`src/rtl/pipe_sched_pkg.sv`:
```
// rtl/pipe_sched_pkg.sv - shared types and constants for the pipeline request scheduler
package pipe_sched_pkg;

  localparam int PIPE_LAT  = 3;
  localparam int N_DEFAULT = 10;
  // Wide enough for the largest supported requester count (8).
  localparam int TAG_W     = 3;

  typedef enum logic [1:0] {
    RUN,
    DRAIN,
    HALTED
  } sched_state_t;

  typedef struct packed {
    logic             valid;
    logic [TAG_W-1:0] tag;
  } tag_entry_t;

endpackage

```
`src/rtl/rr_arbiter.sv`:
```
// rtl/rr_arbiter.sv - one-hot requester arbiter; round-robin by default,
// fixed lowest-index priority when PIPE_SCHED_FIXED_PRIO_EN is defined
module rr_arbiter
  import pipe_sched_pkg::*;
#(
  parameter int NREQ = 4
) (
  input  logic                    clk,
  input  logic                    rst_n,
  input  logic [NREQ-1:0]         req,
  input  logic                    en,
  input  logic                    accept,
  output logic [NREQ-1:0]         grant,
  output logic [$clog2(NREQ)-1:0] grant_idx
);

  localparam int IDX_W = $clog2(NREQ);

  logic found;

`ifdef PIPE_SCHED_FIXED_PRIO_EN
  logic unused_inputs;
  assign unused_inputs = clk ^ rst_n ^ accept;

  always_comb begin
    found     = 1'b0;
    grant_idx = '0;
    for (int i = NREQ - 1; i >= 0; i--) begin
      if (req[i]) begin
        found     = 1'b1;
        grant_idx = IDX_W'(i);
      end
    end
  end
`else
  logic [IDX_W-1:0] ptr_q, ptr_d;
  logic             hi_found, lo_found;
  logic [IDX_W-1:0] hi_idx, lo_idx;

  // Lowest requester above the pointer wins; otherwise wrap to the lowest at or below it.
  always_comb begin
    hi_found = 1'b0;
    lo_found = 1'b0;
    hi_idx   = '0;
    lo_idx   = '0;
    for (int i = NREQ - 1; i >= 0; i--) begin
      if (req[i]) begin
        if (IDX_W'(i) > ptr_q) begin
          hi_found = 1'b1;
          hi_idx   = IDX_W'(i);
        end else begin
          lo_found = 1'b1;
          lo_idx   = IDX_W'(i);
        end
      end
    end
    found     = hi_found | lo_found;
    grant_idx = hi_found ? hi_idx : lo_idx;
  end

  always_comb begin
    ptr_d = accept ? grant_idx : ptr_q;
  end

  always_ff @(posedge clk or negedge rst_n) begin
    if (!rst_n) begin
      ptr_q <= IDX_W'(NREQ - 1);
    end else begin
      ptr_q <= ptr_d;
    end
  end
`endif

  assign grant = (en && found) ? (NREQ'(1) << grant_idx) : '0;

endmodule

```
`src/rtl/pipe_sched.sv`:
```
// rtl/pipe_sched.sv - request scheduler for the shared 3-stage arithmetic pipeline
// PIPE_SCHED_FIXED_PRIO_EN selects fixed-priority instead of round-robin arbitration
module pipe_sched
  import pipe_sched_pkg::*;
#(
  parameter int N    = N_DEFAULT,
  parameter int NREQ = 4
) (
  input  logic              clk,
  input  logic              rst_n,
  input  logic [NREQ-1:0]   req_valid,
  output logic [NREQ-1:0]   req_ready,
  input  logic [NREQ*N-1:0] req_a,
  input  logic [NREQ*N-1:0] req_b,
  input  logic [NREQ*N-1:0] req_c,
  input  logic [NREQ*N-1:0] req_d,
  output logic [N-1:0]      pipe_a,
  output logic [N-1:0]      pipe_b,
  output logic [N-1:0]      pipe_c,
  output logic [N-1:0]      pipe_d,
  input  logic [N-1:0]      pipe_f,
  output logic [NREQ-1:0]   rsp_valid,
  output logic [N-1:0]      rsp_data,
  input  logic              drain_req,
  output logic              halted
);

  localparam int IDX_W = $clog2(NREQ);

  sched_state_t     state_q, state_d;
  tag_entry_t       tag_q [PIPE_LAT];
  tag_entry_t       tag_d [PIPE_LAT];
  logic [NREQ-1:0]  grant;
  logic [IDX_W-1:0] grant_idx;
  logic             arb_en;
  logic             transfer;
  logic             pipe_empty_next;

  // Gating with rst_n keeps req_ready low for the whole reset window.
  assign arb_en = rst_n && (state_q == RUN);

  rr_arbiter #(.NREQ(NREQ)) u_arb (
    .clk      (clk),
    .rst_n    (rst_n),
    .req      (req_valid),
    .en       (arb_en),
    .accept   (transfer),
    .grant    (grant),
    .grant_idx(grant_idx)
  );

  assign transfer  = |grant;
  assign req_ready = grant;

  always_comb begin
    pipe_a = '0;
    pipe_b = '0;
    pipe_c = '0;
    pipe_d = '0;
    for (int i = 0; i < NREQ; i++) begin
      if (grant[i]) begin
        pipe_a = req_a[i*N +: N];
        pipe_b = req_b[i*N +: N];
        pipe_c = req_c[i*N +: N];
        pipe_d = req_d[i*N +: N];
      end
    end
  end

  always_comb begin
    tag_d[0] = '{valid: transfer, tag: TAG_W'(grant_idx)};
    for (int i = 1; i < PIPE_LAT; i++) begin
      tag_d[i] = tag_q[i-1];
    end
  end

  // Looking at the next tag state lets halted rise right after the last response.
  always_comb begin
    pipe_empty_next = 1'b1;
    for (int i = 0; i < PIPE_LAT; i++) begin
      if (tag_d[i].valid) begin
        pipe_empty_next = 1'b0;
      end
    end
  end

  always_comb begin
    state_d = state_q;
    case (state_q)
      RUN: begin
        if (drain_req) state_d = DRAIN;
      end
      DRAIN: begin
        if (!drain_req)           state_d = RUN;
        else if (pipe_empty_next) state_d = HALTED;
      end
      HALTED: begin
        if (!drain_req) state_d = RUN;
      end
      default: state_d = RUN;
    endcase
  end

  always_ff @(posedge clk or negedge rst_n) begin
    if (!rst_n) begin
      state_q <= RUN;
      for (int i = 0; i < PIPE_LAT; i++) begin
        tag_q[i] <= '0;
      end
    end else begin
      state_q <= state_d;
      for (int i = 0; i < PIPE_LAT; i++) begin
        tag_q[i] <= tag_d[i];
      end
    end
  end

  assign rsp_valid = tag_q[PIPE_LAT-1].valid ? (NREQ'(1) << tag_q[PIPE_LAT-1].tag) : '0;
  assign rsp_data  = pipe_f;
  assign halted    = (state_q == HALTED);

endmodule

```
`config.mk`:
```
export PLATFORM = sky130hd
export DESIGN_NAME = pipe_sched
export DESIGN_NICKNAME = d
export VERILOG_FILES = /design/src/rtl/pipe_sched_pkg.sv /design/src/rtl/rr_arbiter.sv /design/src/rtl/pipe_sched.sv
export SDC_FILE = /design/constraint.sdc
export NUM_CORES = 1
export LEC_CHECK = 0
export CAP_MARGIN = 20
export CORE_AREA = 2 2 92 94
export CTS_CLUSTER_SIZE = 8
export DETAILED_ROUTE_END_ITERATION = 6
export DIE_AREA = 0 0 94 96
export HOLD_SLACK_MARGIN = 0.03
export PLACE_DENSITY_LB_ADDON = 0.05
export SLEW_MARGIN = 20
export SYNTH_ARGS = -nofsm -noshare
export SYNTH_HDL_FRONTEND = slang
export SYNTH_SLANG_ARGS = --single-unit
```
`constraint.sdc`:
```
create_clock -name clk -period 3.55 [get_ports clk]
set_input_delay 0.8875 -clock clk [delete_from_list [all_inputs] [get_ports clk]]
set_output_delay 0.8875 -clock clk [all_outputs]
set_load 0.005 [all_outputs]
```
[Yosys cells after proc, flatten, opt, wreduce, memory -nomap -nowiden]
Index checks and enable logic that the tools add are counted.
Operators by class
  $lt $le $gt $ge: 4
  equality and inequality tests: 5
  shifts and indexed selects: 2
  muxes and demuxes: 59
  bitwise logic cells: 1
  reduce and logical (&&, ||, !) cells: 5
Operators with widths (number)
  10-bit two-way mux: 16
  2-bit two-way mux: 21
  1-bit two-way mux: 19
  4-bit two-way mux: 2
  1-bit by 2-bit left shift with 4-bit output (first input constant): 2
  2-bit case mux with 3 select lines: 1
  1-bit by 2-bit greater-than comparator with 1-bit output (first input constant): 2
  2-bit greater-than comparator (first input constant): 2
  2-bit inequality test (second input constant): 2
  4-bit OR reduction: 1
  3-bit inequality test (second input constant): 1
  3-bit AND reduction: 1
  2-bit by 1-bit == test with 1-bit output (second input constant): 1
  2-bit == test (second input constant): 1
  1-bit logical AND: 2
  2-bit zero test: 1
  1-bit bitwise OR: 1
Storage, ports and cells
  register bits: 13

[Logic depth before layout (Yosys ltp)]
Gate-level depths: netlist of the first run.
  word-level depth: 19
  gate-level depth with buffers: 8
  gate-level depth less buffers: 6

[Modules after synthesis]
From an unflattened synthesis of the first run, not the netlist that was laid out.
Second synthesis, totals
  cell total of the unflattened synthesis: 250
  area total of the unflattened synthesis: 1889.3 um2
By module, submodules not included
  pipe_sched: times used 1, cells an instance 221, area an instance 1661.6 um2, sequential area each 275.3 um2
  rr_arbiter: times used 1, cells an instance 29, area an instance 227.7 um2, sequential area each 52.6 um2

[Least setup slack after synthesis of the first run]
OpenSTA, ideal clock, no wires.
  path type: input to output
  start point: input port req_valid[1]
  end point: output port pipe_c[0]
  data arrival time: 2230 ps
  setup slack: 433 ps
  cell stages on the path: 8
  buffers on the path: 2
  path through: or2_1 o311ai_4 inv_2 and4_1 clkbuf_1 buf_2 a21oi_1 o2bb2ai_1
On the way
  longest elaborated chain between the ends: 10
Ends and longest elaborated chain
  from (decl): line pipe_sched.sv:11  | input logic [NREQ-1:0] req_valid,
  2-bit two-way mux or 1-bit two-way mux (tied branches): line rr_arbiter.sv:47  | if (req[i]) begin
  2-bit two-way mux or 1-bit two-way mux (tied branches): line rr_arbiter.sv:48  | if (IDX_W'(i) > ptr_q) begin
  2-bit two-way mux or 1-bit two-way mux (tied branches): line rr_arbiter.sv:47
  2-bit two-way mux or 1-bit bitwise OR (tied branches): line rr_arbiter.sv:58, rr_arbiter.sv:57
  1-bit by 2-bit left shift with 4-bit output or 1-bit logical AND (tied branches): line rr_arbiter.sv:74  | assign grant = (en && found) ? (NREQ'(1) << grant_idx) : '0;
  4-bit two-way mux (*): line rr_arbiter.sv:74
  10-bit two-way mux (3 in series): line pipe_sched.sv:61  | if (grant[i]) begin
  10-bit two-way mux (*): line pipe_sched.sv:61
  to (decl): line pipe_sched.sv:19  | output logic [N-1:0] pipe_c,
Mark *: on every way between the ends. The rest lies on a longest branch, timed or not.

[Final worst setup path of the first run]
Ends and elaborated chain as after synthesis.

==> impl_metrics.py, run 1 <==
metrics = {
    "run_status": {
        "outcome": "complete, no violations",
    },
    "logic_synthesis": {
        "synth_common_cells": "80 x o2bb2ai_1, 43 x nand2_1, 41 x a21oi_1, 14 x clkbuf_1, 11 x dfrtp_1",
        "synth.distinct_cells": 28,
        "synth-edff-count": 0,
        "synth_top_flop_cell": "dfrtp_1",
        "async_flop_share_pct": 100.0,
        "yosysTopAreaCellShare_pct": 38.62,
        "synth_seq_area_share_pct": 18.07,
        "syn_area_um2": 1814,
        "ys_ff_latch": 13,
        "avgSynthCellArea_um2": 7.286,
        "synth.most_common_cell": "o2bb2ai_1",
        "synth_fp_nets": 426,
        "syn_inst": 249,
        "yosysTopAreaCell": "o2bb2ai_1",
        "synth_warnings": 0,
        "yosys-top-cells-area": "o2bb2ai_1 39%, dfrtp_1 15%, a21oi_1 11%",
    },
    "global_route": {
        "grtUsageTotal_pct": 20.20,
        "grt_pass1_wl_mm": 14.41,
        "antenna_found_initial": 0,
        "gr-total-overflow": 0,
        "grt_pass1_vias": 2794,
        "grt_max_degree": 27,
    },
    "critical_path": {
        "worstPathRequired_ps": 2660,
        "cp_max_fo": 15,
        "cp_cell_sequence": "clkbuf_4, or3b_4, o221ai_4, nand4_1, buf_6, buf_4, buf_12, o2bb2ai_2, o2bb2ai_1, dlygate4sd2_1",
        "worstSetupStartpointType": "input port",
        "slowest_stage": "or3b_4",
        "critPathCaptureType": "primary output",
        "critPathKind": "input port to primary output",
        "cpPeakStageDelay_ps": 390,
        "crit_arrival_ps": 2640,
    },
    "clock_tree": {
        "cts_tree": "built",
        "numCtsBuffers": 3,
        "cts_hold_buf": 0,
        "cts_root_buf": "clkbuf_8",
        "insertion_delay_ps": 230,
        "path_clk_slew_ps": 50,
        "cts.sinks": 13,
        "clk_path_buf_depth": 2,
        "h-tree-depth": 1,
    },
    "cells_and_area": {
        "area_growth_pct": 163.8,
        "seq_area_um2": 327.8,
        "final_cell_area_um2": 4786,
        "multi_input_area_um2": 1642,
        "n_antenna_cell": 0,
        "drive_gt1_share_pct": 25.26,
        "fin_nets": 653,
        "fillCellCount": 759,
    },
    "timing": {
        "final.period_utilization_pct": 99.31,
        "drv_slew": 0,
        "slew_headroom_pct": 82.23,
        "worst_slew_pin_slew_ps": 265.9,
        "setup_viol": 0,
        "rsz0062_at_grt": "true",
        "hold-worst-slack_ps": 347.5,
        "finalSetupTns_ps": 0,
        "max_freq_ghz": 0.2836,
        "hold_viol": 0,
        "fin_worst_skew_ps": 2.941,
        "setup_ws_ps": 24.52,
        "timing.final.crit_period_ps": 3525,
    },
    "placed_design": {
        "globalplace.congestion": 0.7681,
        "port_buffers": 215,
        "place_area_um2": 4188,
        "dp_hpwl_mm": 7.494,
        "post-place-ws_ps": -704.9,
    },
    "route": {
        "wl_per_cell_um": 17.55,
        "first_pass_iters": 4,
        "drtIter0Drc": 55,
        "drt_wl_total_mm": 10.18,
        "ant_nets": 0,
        "via_count": 2874,
        "drcViolationCount": 0,
        "via_per_inst": 4.955,
    },
    "die": {
        "die_x_um": 94,
        "fp.dieH_um": 96,
        "die_area_um2": 9024,
        "ios": 236,
        "core_um2": 8051,
        "row_count": 33,
        "start_util_pct": 22.53,
    },
    "power": {
        "power.total_uw": 2143,
        "peakVddDrop_mv": 0.1862,
        "power.leakage_uw": 0.001889,
        "p_per_area_nw_per_um2": 447.7,
    },
    "hold_path": {
        "hold_class": "register to register",
    },
    "job": {
        "max_cap_violations": 0,
    },
}
## metrics by stage
step                      utilization, %  instances
after floorplan                        -        249
after global placement             52.01        555
after detailed placement           52.01        555
after CTS                          56.02        574
after global routing               59.44        580
final                              59.44        580
## worst max-delay path, delay by kind of cell
family	cells	cell delay, ps
buf+inv	5	860
simple gates	2	540
compound gates	3	350
## sequential cells by signal, indices dropped and copies added (netlist names)
register and flops:
tag_d 6, state_q 2, tag_q 3, u_arb.ptr_q 2
## cells by family after synthesis
group	Yosys count	synth area share (%)
AO/OA/AOI/OAI	129	54.14
AND/OR/NAND/NOR	69	17.24
buffers and inverters	38	10.55
flip-flops	13	18.07
## layout by cell type, fill, tap and decap left out, types with 4 or more instances in the layout
cell type and instances:
clkdlybuf4s50_1 166, o2bb2ai_1 54, nand2_1 43, dlygate4sd2_1 26, o2bb2ai_2 23, buf_4 23, a21oi_2 22, a21oi_1 18
dfrtp_1 11, clkdlybuf4s15_1 10, buf_12 8, nor2_1 7, buf_6 7, clkdlybuf4s15_2 4
## where the power goes
part,leakage [uW],switching [uW],internal [uW]
combinational,0.00171,782,998
sequential,0.000155,36.8,204
clock,0.0000228,43.7,78.6
total,0.00189,863,1280
## layer usage
layer	share of wire (%)	vias up	GRT usage, %
met5	0	-	0
met4	1.0	0	2.657
met3	6.7	10	4.307
met2	55	109	38.99
met1	38	1356	23.37
li1	-	1399	-
## worst paths after layout
path | depth (start not counted) | slack (ps) | startpoint | end
min in group asynchronous | 2 | 810 | rst_n | tag_d[3]
hold reg to reg | 0 | 350 | tag_d[1] | tag_q[1]
max in group asynchronous | 2 | 2520 | rst_n | u_arb.ptr_q[0]
setup reg to reg | 5 | 2090 | u_arb.ptr_q[1] | u_arb.ptr_q[1]
hold / removal | 0 | 350 | tag_d[1] | tag_q[1]
setup / recovery | 10 | 20 | req_valid[1] | pipe_c[0]
## layout make-up
| class | instances | share of cell area, % |
|---|---|---|
| multi-input cells | 198 | 34.30 |
| clock buffers | 4 | 0.9412 |
| flip-flops and latches | 13 | 6.850 |
| inverters | 3 | 0.2353 |
| repair buffers | 257 | 54.93 |
| well taps | 105 | 2.745 |
## timing repair
item                       in CTS  in global routing
hold endpoints to repair        0                  0
setup buffers                  13                  5
setup endpoints to repair      44                 42
pin swaps                       5                  7
cloned                          3                  1
gates resized for setup       108                 53
(Power assumes the default switching activity.)
==> run 2, diff against run 1 <==
--- a/config.mk
+++ b/config.mk
@@ -10,6 +10,7 @@
 export CTS_CLUSTER_SIZE = 8
 export DETAILED_ROUTE_END_ITERATION = 6
 export DIE_AREA = 0 0 94 96
+export GPL_ROUTABILITY_DRIVEN = 0
 export HOLD_SLACK_MARGIN = 0.03
 export PLACE_DENSITY_LB_ADDON = 0.05
 export SLEW_MARGIN = 20
==> results of run 2 <==
The final DEF is identical to that of run 1; final timing and power are the same.
==> run 3, diff against run 2 <==
--- a/config.mk
+++ b/config.mk
@@ -12,8 +12,9 @@
 export DIE_AREA = 0 0 94 96
 export GPL_ROUTABILITY_DRIVEN = 0
 export HOLD_SLACK_MARGIN = 0.03
-export PLACE_DENSITY_LB_ADDON = 0.05
+export PLACE_DENSITY = 0.86
 export SLEW_MARGIN = 20
 export SYNTH_ARGS = -nofsm -noshare
 export SYNTH_HDL_FRONTEND = slang
+export SYNTH_HIERARCHICAL = 1
 export SYNTH_SLANG_ARGS = --single-unit
==> impl_metrics.py, run 3 <==
metrics = {
    "route": {
        "ant_nets": 0,
        "drcViolationCount": 0,
        "via_count": 2991,
        "via_per_inst": 5.184,
        "wl_per_cell_um": 17.45,
        "first_pass_iters": 4,
        "drt_wl_total_mm": 10.07,
        "drtIter0Drc": 85,
    },
    "logic_synthesis": {
        "syn_area_um2": 1889,
        "avgSynthCellArea_um2": 7.557,
        "synth_warnings": 6,
        "synth.distinct_cells": 29,
        "ys_ff_latch": 13,
        "yosys-top-cells-area": "a221oi_1 19%, o31ai_1 16%, nor2b_1 15%",
        "yosysTopAreaCellShare_pct": 18.54,
        "syn_inst": 250,
        "yosysTopAreaCell": "a221oi_1",
        "synth_common_cells": "46 x nor2b_1, 43 x nand2_1, 40 x a221oi_1, 40 x o31ai_1, 14 x clkbuf_1",
        "synth-edff-count": 0,
        "synth_fp_nets": 427,
        "synth_top_flop_cell": "dfrtp_1",
        "synth.most_common_cell": "nor2b_1",
        "async_flop_share_pct": 100.0,
        "synth_seq_area_share_pct": 17.35,
    },
    "timing": {
        "rsz0062_at_grt": "true",
        "slew_headroom_pct": 78.14,
        "final.period_utilization_pct": 103.8,
        "setup_ws_ps": -135.7,
        "worst_slew_pin_slew_ps": 325.1,
        "hold_viol": 0,
        "timing.final.crit_period_ps": 3686,
        "fin_worst_skew_ps": 0.5621,
        "setup_viol": 26,
        "max_freq_ghz": 0.2713,
        "drv_slew": 0,
    },
    "hold_path": {
        "hold_class": "register to register",
        "min_path_cells": 0,
    },
    "critical_path": {
        "critPathCaptureType": "primary output",
        "critPathKind": "input port to primary output",
        "reg2reg_depth": 9,
        "worstPathRequired_ps": 2660,
        "crit_arrival_ps": 2800,
        "worstSetupStartpointType": "input port",
        "cp_max_fo": 6,
    },
    "clock_tree": {
        "numCtsBuffers": 3,
        "clk_path_buf_depth": 2,
        "cts.sinks": 13,
        "path_clk_slew_ps": 50,
        "insertion_delay_ps": 240,
        "cts_root_buf": "clkbuf_8",
        "h-tree-depth": 1,
        "cts_tree": "built",
    },
    "cells_and_area": {
        "fin_nets": 650,
        "drive_gt1_share_pct": 29.03,
        "final_common_cell": "clkdlybuf4s50_1",
        "fin_util_pct": 58.41,
        "largest_reg_flops": 6,
        "layout_common_cells": "168 x clkdlybuf4s50_1, 42 x nand2_1, 41 x buf_2",
        "fillCellCount": 712,
        "n_antenna_cell": 0,
        "area_growth_pct": 148.9,
    },
    "global_route": {
        "grt_pass1_wl_mm": 14.47,
        "gr-total-overflow": 0,
        "grt_max_degree": 39,
        "grt_pass1_vias": 2958,
        "antenna_found_initial": 0,
        "grtUsageTotal_pct": 20.02,
    },
    "die": {
        "ios": 236,
        "die_area_um2": 9024,
        "core_um2": 8051,
        "start_util_pct": 23.47,
        "row_count": 33,
        "fp.dieH_um": 96,
        "die_x_um": 94,
    },
    "power": {
        "p_clk_share_pct": 6.4,
        "p_seq_share_pct": 14.0,
        "pwr-share-comb_pct": 79.6,
        "power_switching_uw": 766.1,
        "switching_share_pct": 38.36,
        "p_per_area_nw_per_um2": 424.6,
        "power.leakage_uw": 0.001858,
        "intPower_uw": 1231,
        "peakVddDrop_mv": 0.1639,
    },
    "job": {
        "max_cap_violations": 0,
    },
    "placed_design": {
        "dp_hpwl_mm": 6.866,
        "post-place-ws_ps": -948.8,
        "port_buffers": 215,
    },
    "run_status": {
        "violations": "setup timing",
        "outcome": "finished, violations left",
    },
}
run 3: cell types whose count changed in the layout (fill, tap and decap cells not counted), moves of 7 or more:
cell	delta
a21oi_2	-22
o2bb2ai_2	-23
o2bb2ai_1	-54
o31ai_2	+7
a221oi_2	+21
buf_4	-11
buf_2	+38
a221oi_1	+18
clkdlybuf4s15_1	-10
a21oi_1	-15
nor2b_1	+37
o31ai_1	+33
dlygate4sd2_1	-23
run 3: power by group through the flow:
stage / Combinational (uW) / Sequential (uW) / Clock, uW
finish: 1590 / 279 / 128
global placement: 1390 / 271 / 0
CTS: 1510 / 279 / 132
global route: 1710 / 288 / 140
floorplan: 603 / 263 / 0
detailed placement: 1420 / 279 / 0
run 3: area by class of cell:
type | instances | area, um^2 | area share, %
clock buffer | 4 | 45.04 | 0.9577
timing repair buffer | 255 | 2590 | 55.07
multi-input combinational | 197 | 1598 | 33.97
tap | 105 | 131.4 | 2.793
sequential | 13 | 327.8 | 6.970
inverter | 3 | 11.26 | 0.2394
run 3: through the flow:
| step | area, um^2 | hold slack [ps] | setup TNS [ps] | std cells | total power (uW) |
|---|---|---|---|---|---|
| floorplan | 1889 | 331.2 | 0 | 250 | 866.3 |
| global placement | 4178 | 331.7 | -29940 | 551 | 1659 |
| detailed placement | 4178 | 337.1 | -33760 | 551 | 1697 |
| CTS | 4538 | 344.8 | -903.9 | 574 | 1923 |
| global route | 4703 | 351.9 | -4837 | 577 | 2134 |
| finish | 4703 | 345.5 | -1190 | 577 | 1997 |
run 3: kinds of logic (layout without fill, tap and decap cells):
| group | count (synthesis) | after routing | synth area share [%] |
|---|---|---|---|
| muxes | 1 | 1 | 0.5960 |
| and+or+nand+nor | 106 | 106 | 30.40 |
| buffers and inverters | 40 | 262 | 12.72 |
| AOI/OAI and AO/OA | 90 | 90 | 38.94 |
| DFF | 13 | 13 | 17.35 |
run 3: critical path, stage by stage:
cell      delay, ps
buf_6            90
or2_4           250
a311oi_4        300
nand2b_4        220
nor2_4           50
nor2b_4         210
buf_12          160
buf_16          120
a221oi_2         60
o31ai_1         270
buf_2           170
run 3: worst paths after layout:
check / from / endpoint / slack, ps
worst max register to register: u_arb/ptr_q[1] / state_q[1] / 940
worst min-delay path: tag_d[0] / tag_q[0] / 350
min in group asynchronous: rst_n / state_q[0] / 710
worst max-delay path: req_valid[0] / pipe_c[0] / -140
worst min register to register: tag_d[0] / tag_q[0] / 350
max in group asynchronous: rst_n / u_arb/ptr_q[0] / 2610
run 3: metal layers:
metal  wire length, um  share of wire [%]  vias to the layer above  track usage, %
li1                  -                  -                     1390               -
met1              4018                 40                     1435           23.98
met2              5258                 52                      160           38.45
met3               713                7.1                        6           3.759
met4                76               0.76                        0           1.691
met5                 0                  0                        -               0
run 3: repair_timing:
item                       in CTS  in global routing
pin swaps                      35                 11
resized for setup             221                 23
cloned                          8                  2
hold buffers                    0                  0
buffers inserted               12                  1
setup endpoints to repair      44                 42
